`src/rtl/nibble_serial_adder_pkg.sv`:
```
// Shared definitions for the nibble-serial adder: slice width and FSM state encoding.
package nsa_pkg;

    localparam int NIBBLE_W = 4;

    typedef enum logic [1:0] {
        IDLE,
        RUN,
        DONE
    } state_t;

endpackage

```
`src/rtl/nibble_serial_adder_cla4_slice.sv`:
```
// Combinational 4-bit carry-lookahead adder slice, reused once per nibble pass.
module cla4_slice (
    input  logic [3:0] a,
    input  logic [3:0] b,
    input  logic       cin,
    output logic [3:0] sum,
    output logic       cout
);

    logic [3:0] g;
    logic [3:0] p;
    logic [4:0] c;

    assign g = a & b;
    assign p = a ^ b;

    // Every carry is expanded from cin directly so no bit waits on its neighbour.
    assign c[0] = cin;
    assign c[1] = g[0] | (p[0] & cin);
    assign c[2] = g[1] | (p[1] & g[0]) | (p[1] & p[0] & cin);
    assign c[3] = g[2] | (p[2] & g[1]) | (p[2] & p[1] & g[0])
                | (p[2] & p[1] & p[0] & cin);
    assign c[4] = g[3] | (p[3] & g[2]) | (p[3] & p[2] & g[1])
                | (p[3] & p[2] & p[1] & g[0])
                | (p[3] & p[2] & p[1] & p[0] & cin);

    assign sum  = p ^ c[3:0];
    assign cout = c[4];

endmodule

```
`src/rtl/nibble_serial_adder.sv`:
```
// WIDTH-bit add/subtract done four bits per clock through one CLA slice,
// with valid/ready handshakes on operand and result sides.
module nibble_serial_adder
    import nsa_pkg::*;
#(
    parameter int WIDTH = 16
) (
    input  logic             clk,
    input  logic             rst,
    input  logic             in_valid,
    output logic             in_ready,
    input  logic [WIDTH-1:0] in_a,
    input  logic [WIDTH-1:0] in_b,
    input  logic             in_cin,
    input  logic             in_sub,
    output logic             out_valid,
    input  logic             out_ready,
    output logic [WIDTH-1:0] out_sum,
    output logic             out_cout
);

    localparam int NIBBLES = WIDTH / NIBBLE_W;
    localparam int CNT_W   = $clog2(NIBBLES) + 1;
    localparam logic [CNT_W-1:0] LAST_CNT = CNT_W'(NIBBLES - 1);

    state_t               state;
    logic [WIDTH-1:0]     a_sh;
    logic [WIDTH-1:0]     b_sh;
    logic [WIDTH-1:0]     sum_sh;
    logic [WIDTH-1:0]     sum_next;
    logic                 carry_r;
    logic [CNT_W-1:0]     cnt;
    logic [NIBBLE_W-1:0]  slice_sum;
    logic                 slice_cout;
    logic                 accept;

    // DONE forwards out_ready so a new operation can be taken on the retiring edge.
    assign in_ready  = (state == IDLE) || ((state == DONE) && out_ready);
    assign out_valid = (state == DONE);
    assign accept    = in_valid && in_ready;

    cla4_slice u_slice (
        .a    (a_sh[NIBBLE_W-1:0]),
        .b    (b_sh[NIBBLE_W-1:0]),
        .cin  (carry_r),
        .sum  (slice_sum),
        .cout (slice_cout)
    );

    generate
        if (NIBBLES == 1) begin : g_single
            assign sum_next = slice_sum;
        end else begin : g_multi
            assign sum_next = {slice_sum, sum_sh[WIDTH-1:NIBBLE_W]};
        end
    endgenerate

    // Subtract is A + ~B + 1, so the inverted operand and forced carry are set at capture.
    always_ff @(posedge clk or posedge rst) begin
        if (rst) begin
            state    <= IDLE;
            a_sh     <= '0;
            b_sh     <= '0;
            sum_sh   <= '0;
            carry_r  <= 1'b0;
            cnt      <= '0;
            out_sum  <= '0;
            out_cout <= 1'b0;
        end else begin
            case (state)
                IDLE: begin
                    if (in_valid) begin
                        state <= RUN;
                    end
                end
                RUN: begin
                    a_sh    <= a_sh >> NIBBLE_W;
                    b_sh    <= b_sh >> NIBBLE_W;
                    sum_sh  <= sum_next;
                    carry_r <= slice_cout;
                    cnt     <= cnt + 1'b1;
                    if (cnt == LAST_CNT) begin
                        state    <= DONE;
                        out_sum  <= sum_next;
                        out_cout <= slice_cout;
                    end
                end
                DONE: begin
                    if (out_ready) begin
                        state <= in_valid ? RUN : IDLE;
                    end
                end
                default: state <= IDLE;
            endcase

            if (accept) begin
                a_sh    <= in_a;
                b_sh    <= in_sub ? ~in_b : in_b;
                carry_r <= in_sub ? 1'b1 : in_cin;
                cnt     <= '0;
            end
        end
    end

endmodule

```
`config.mk`:
```
export PLATFORM = sky130hd
export DESIGN_NAME = nibble_serial_adder
export DESIGN_NICKNAME = d
export VERILOG_FILES = /design/src/rtl/nibble_serial_adder_pkg.sv /design/src/rtl/nibble_serial_adder_cla4_slice.sv /design/src/rtl/nibble_serial_adder.sv
export SDC_FILE = /design/constraint.sdc
export NUM_CORES = 1
export LEC_CHECK = 0
export BUFFER_PORTS_ARGS = -buffer_cell sky130_fd_sc_hd__buf_2
export CAP_MARGIN = 15
export CORE_MARGIN = 2
export CORE_UTILIZATION = 49
export CTS_CLUSTER_SIZE = 14
export DETAILED_ROUTE_END_ITERATION = 6
export GPL_TIMING_DRIVEN = 0
export PLACE_DENSITY = 0.75
export SLEW_MARGIN = 20
export SYNTH_ARGS = -nofsm -noshare
export SYNTH_HDL_FRONTEND = slang
export SYNTH_SLANG_ARGS = --single-unit
```
`constraint.sdc`:
```
create_clock -name clk -period 2 [get_ports clk]
set_input_delay 0.4 -clock clk [delete_from_list [all_inputs] [get_ports clk]]
set_output_delay 0.4 -clock clk [all_outputs]
set_load 0.01 [all_outputs]
```
# After elaboration in Yosys (flattened, before gate mapping)

Index checks and enable logic that the tools add are counted.

Register bits: 71
Input port bits: 38
Output and inout bits: 19
Word-level logic and storage cells: 67

Add/subtract/negate cells: 1
Equal/unequal tests: 6
Mux-type cells: 15
Bitwise logic cells: 30
Reduce and logical (&&, ||, !) cells: 7

Operators by type and width:

| kind                | number |
|---|---|
| $mux 16             | 5 |
| $and 1x1->1         | 16 |
| $not 16->16         | 1 |
| $or 1x1->1          | 10 |
| $xor 4x4->4         | 2 |
| $mux 2              | 3 |
| $mux 3              | 2 |
| $pmux 2 s3          | 1 |
| $and 4x4->4         | 1 |
| $mux 1              | 4 |
| $ne 2x2->1 const B  | 2 |
| $add 3x1->3 const B | 1 |
| $eq 3x2->1 const B  | 1 |
| $reduce_and 3->1    | 1 |
| $eq 2x1->1 const B  | 1 |
| $eq 2x2->1 const B  | 1 |
| $logic_and 1x1->1   | 2 |
| $logic_not 2->1     | 1 |
| $ne 2x1->1 const B  | 1 |
| $reduce_and 2->1    | 1 |
| $reduce_bool 2->1   | 1 |
| $logic_or 1x1->1    | 1 |

# Depth between registers and ports, before layout

Depth in word-level cells: 8
Depth in mapped cells: 6
Depth with buffers taken out: 5

# Cells and area by module

From an unflattened synthesis, not the netlist that was laid out.

Cells, all modules: 259
Area total of the unflattened synthesis: 3259.4 um2

Modules (own cells, without submodules):

| module              | times used | cells each | area each (um2) | seq. area each (um2) |
|---|---|---|---|---|
| nibble_serial_adder | 1          | 242        | 3111.7          | 1676.6 |
| cla4_slice          | 1          | 17         | 147.6           | 0.0 |

# Worst setup path before layout

Ideal clock, no wire load.

Path type: register to register
Start: register cnt[0]
End: register out_sum[0]
Library setup time: 0.125 ns
Data arrival time: 1.319 ns
Required time: 1.875 ns
Setup slack: 0.556 ns
Cell stages (with the launch flop): 6
Buffers on the path: 1
Clock period less this slack: 1.444 ns
Cells stage by stage: dfrtp_1 > ha_1 > ha_1 > nand2_2 > buf_6 > mux2_4

Word-level cells in the longest chain between the ends: 2

RTL lines:

| what                              | RTL line                  | source |
|---|---|---|
| from (decl)                       | nibble_serial_adder.sv:32 | `logic [CNT_W-1:0] cnt;` |
| from (signal assigned)            | nibble_serial_adder.sv:81 | `cnt <= cnt + 1'b1;` |
| $eq 3x2->1                        | nibble_serial_adder.sv:82 | `if (cnt == LAST_CNT) begin` |
| $reduce_and 2->1 (no source line) | --                        |  |
| to (signal assigned)              | nibble_serial_adder.sv:84 | `out_sum <= sum_next;` |
| to (decl)                         | nibble_serial_adder.sv:18 | `output logic [WIDTH-1:0] out_sum,` |

Every way passes these cells.
A chain may end at the register's enable or synchronous reset.

# Final worst setup path

Start: register a_sh[0]
End: register sum_sh[15]

Word-level cells in the longest chain between the ends: 5
Elaborated cells between the ends (all ways): 8
Classes of those cells: bitwise: 8

RTL lines:

| what                                              | RTL line                                                                   | source |
|---|---|---|
| from (decl)                                       | nibble_serial_adder.sv:27                                                  | `logic [WIDTH-1:0] a_sh;` |
| from (signal assigned)                            | nibble_serial_adder.sv:77                                                  | `a_sh <= a_sh >> NIBBLE_W;` |
| from (signal assigned)                            | nibble_serial_adder.sv:97                                                  | `a_sh <= in_a;` |
| $and 4x4->4 / $xor 4x4->4 (equally long branches) | nibble_serial_adder_cla4_slice.sv:14, nibble_serial_adder_cla4_slice.sv:15 |  |
| $and 1x1->1 (on tied branches)                    | nibble_serial_adder_cla4_slice.sv:21, nibble_serial_adder_cla4_slice.sv:22 |  |
| $or 1x1->1 / $and 1x1->1 (equally long branches)  | nibble_serial_adder_cla4_slice.sv:21, nibble_serial_adder_cla4_slice.sv:22 |  |
| $or 1x1->1 *                                      | nibble_serial_adder_cla4_slice.sv:22                                       | `\| (p[2] & p[1] & p[0] & cin);` |
| $xor 4x4->4 *                                     | nibble_serial_adder_cla4_slice.sv:27                                       | `assign sum = p ^ c[3:0];` |
| to (signal assigned)                              | nibble_serial_adder.sv:79                                                  | `sum_sh <= sum_next;` |
| to (decl)                                         | nibble_serial_adder.sv:29                                                  | `logic [WIDTH-1:0] sum_sh;` |

Mark *: on every way between the ends. The rest lies on a longest branch, timed or not.

==> summary.md <==
| Metric | Value |
|---|---|
| CTS sink cnt | 67 |
| Post-Syn Area per Cell | 10.73 sq um |
| Simple-gate share of the synthesized area | 14.11% |
| Reg2reg path depth | 5 |
| Clock transition at the registers of the reported paths | 0.07 ns |
| Post-DR wirelength/cell | 14.18 um |
| Routability-driven placement congestion ratio | approximately 0.8 |
| Max-cap violations | 0 |
| Post-synthesis mux area share | about 5.7% |
| 1st-pass router iterations | 4 |
| Tot Pwr | between 0.005 and 0.006 W |
| Post-Syn Area | 3005 sq um |
| Skew final | 0.006264 ns |
| CP max FO | 3 |
| H-tree depth | 3 |
| 1st-iter DRT viols | 90 |
| Via count | 2211 |
| Insertion delay to the later sink of the worst-skew pair | 0.33 ns |
| Pleak | 1.795 nW |
| Crit path max-delay family | compound AO/OA/AOI/OAI gates |
| R2R Path End | sum_sh[15] |
| # IOs | 57 |
| Dpl hpwl | 4.340 mm |
| Die X | 82.32 um |
| Final Hold Fails | 0 |
| # hold bufs at CTS | 0 |
| First-pass GRT wire length | 10.29 mm |
| Die area | between 6000 and 7000 sq um |
| R2r startpoint | a_sh[0] |
| Diodes inserted | 0 |
| Layout area overhead | 17.61% |
| RSZ-0062 raised after global routing | no |
| Req. time, crit path | between 2 and 2.5 ns |
| Setup TNS | 0 ns |
| DRC Markers | 0 |
| Via density | ~5.2 |
| Status | complete, no violations |
| Fmax | 607.5 MHz |
| Slew headroom | 52.00% |
| CORE AREA | just under 6000 sq um |
| # fillers | around 520 |
| Post-route setup slack | 0.3540 ns |
| Final nets | 392 |
| Initial antenna violation count | 0 |
| Arrival @ worst endpoint | 1.83 ns |
| Grt total ovfl | 0 |
| PD cells | 1591 nW/um^2 |
| CTS buffer count | 9 |
| Worst-Margin Slew | between 0.7 and 0.8 ns |
| Row count | 28 |
| Max-slew violation count | 0 |
| Worst min path class | input pin to async pin |
| CP peak stage delay | approximately 0.41 ns |
| Critical path origin | a_sh[0] |
| Initial Util | 50.76% |
| Cell count after synthesis | 280 |
| Crit-path cells | ha_1, a211oi_1, o21bai_1, xnor2_1, o21ai_0 |
| Worst path slowest cell | dfrtp_1 |
| Setup-failing EPs final | 0 |
| Dominant cells by area after synthesis | dfrtp_1 (56%), nand2_1 (8.7%), xnor2_1 (5.2%) |
| Setup bufs post-CTS | 0 |
| Chip Height | 82.32 um |
| Vias in the first global route | 2254 |
| Synth cell types | 28 |
| CTS tree | built |
| Area of the multi-input gates | around 1200 sq um |
| Sequential area share after synthesis | 55.79% |
| Sequential cell area | 1677 sq um |
| Synth Area in XOR/XNOR | approximately 5.5% |
| Setup crit start kind | flip-flop |
| Placed cell count | 411 |
| Nature of the critical path endpoint | flip-flop |
| Critical path buffer and inverter count | 0 |
| Min cycle time layout | 1.646 ns |
| CP Class | flip-flop to flip-flop |
| GRT Util Overall | 20.34% |
| Adder-cell share of the synthesized area | 3.164% |
| Total routed wirelength | between 5 and 6 mm |
| Pre-CTS setup slack | 0.3556 ns |
| Syn nets | 325 |
| Crit share post-route | 82.30% |
| Post_cts resized | 0 |
| R2R Setup Slk | 0.35 ns |
| Synth top area share | 55.79% |
| Pin count of the biggest net entering global routing | 36 |
| Count of input and output buffers | between 50 and 60 |
| Seq cells post-synth | 67 |
| Final non-filler cell total | 423 |
| Yosys top cell by area | dfrtp_1 |
| Max rail drop VDD | 639.5 uV |
| CTS max path bufs | 2 |
| Main combinational cell family by area after synthesis | simple AND/OR/NAND/NOR gates |
| Root Buffer | clkbuf_8 |
| Antenna Violating Nets Remaining | 0 |
| Share of post-route cells with drive strength above 1 | a little over a quarter |
| Yosys warning count | 0 |
| Compound-cell area share of the yosys netlist | 11.82% |
worst register-to-register path, delay by kind of cell, from the launching register on:
| kind | cells | cell delay, ns |
|---|---|---|
| flip-flops | 1 | 0.41 |
| AO/OA/AOI/OAI | 3 | 0.58 |
| adder cells (fa/ha/maj) | 1 | 0.30 |
| XOR/XNOR | 1 | 0.22 |
metal layers:
| layer | part of all wire (%) | track usage (%) | wire length (um) | vias to the layer above |
|---|---|---|---|---|
| li1 | - | - | - | 1077 |
| met1 | 47 | 26.53 | 2813 | 1056 |
| met2 | 46 | 32.42 | 2740 | 62 |
| met3 | 4.6 | 4.457 | 276 | 16 |
| met4 | 2.8 | 9.333 | 167 | 0 |
| met5 | 0 | 0 | 0 | - |
area by class of cell:
type | count | area share [%]
plain buffers | 17 | 2.619
clock buffers | 11 | 3.717
clock inverters | 1 | 0.1416
inverters | 6 | 0.7434
multi-input cells | 190 | 34.34
flip-flops and latches | 67 | 47.43
well taps | 75 | 2.655
repair buffers | 56 | 8.354
synth_stat cells, drive strengths merged:
cell type / number
mux2: 12
o2111ai: 1
a22oi: 12
nand2b: 3
o21bai: 1
clkbuf: 6
a221o: 12
nand2: 72
a211oi: 1
nor2: 15
buf: 11
ha: 6
and2: 1
inv: 6
dfrtp: 67
xnor2: 18
o21ai: 19
nor2b: 2
nand3: 9
fa: 1
and2b: 1
a21oi: 3
xor2: 1
through the flow:
| stage | hold slack [ns] | area, sq um | utilization (%) |
|---|---|---|---|
| final | 0.1831 | 3535 | 59.70 |
| after global routing | 0.2403 | 3535 | 59.70 |
| after CTS | 0.2052 | 3535 | 59.70 |
| after detailed placement | 0.4656 | 3398 | 57.40 |
| after global placement | 0.4577 | 3378 | 57.06 |
| after floorplan | 0.4459 | 3009 | - |
worst max path at each step:
stage	slack [ns]	end	cells past startpoint
after floorplan	0.56	out_sum[0]	5
after global placement	0.35	state[0]	5
after detailed placement	0.36	b_sh[12]	5
after global routing	0.25	sum_sh[15]	5
final	0.35	sum_sh[15]	5
after CTS	0.37	sum_sh[15]	5
where the power goes:
part	internal [W]	total, W	switching (W)
Clock	0.000421	0.000867	0.000446
Combinational	0.00107	0.00240	0.00133
Sequential	0.00198	0.00236	0.000375
Total	0.00348	0.00562	0.00215
cell families after synthesis:
logic type	after synthesis
DFF	67
muxes	12
buffers and inverters	23
xor gates and xnor gates	19
adders and majority gates	7
AOI/OAI and AO/OA	49
and+or+nand+nor	103
state kept, by name, indices dropped and copies added (netlist names):
name      flops
out_cout      1
carry_r       1
b_sh         16
cnt           3
out_sum      16
a_sh         16
sum_sh       12
state         2
placed cells by master (no fill, tap or decap):
master      instances
nand2_1            70
dfrtp_1            67
buf_2              63
o21ai_0            19
xnor2_1            18
nor2_1             15
a22oi_1            12
a221o_1            12
mux2_4             10
nand3_1             9
clkbuf_8            9
clkbuf_1            8
ha_1                6
inv_1               5
nand2b_1            3
nor2b_1             2
buf_6               2
nand2_2             2
a21oi_1             2
mux2_2              2
buf_4               1
and2b_4             1
and2_1              1
a21oi_4             1
a211oi_1            1
o21bai_1            1
o2111ai_1           1
xor2_1              1
clkinvlp_4          1
fa_1                1
clkinv_2            1
buf_12              1
(Power assumes the default switching activity.)
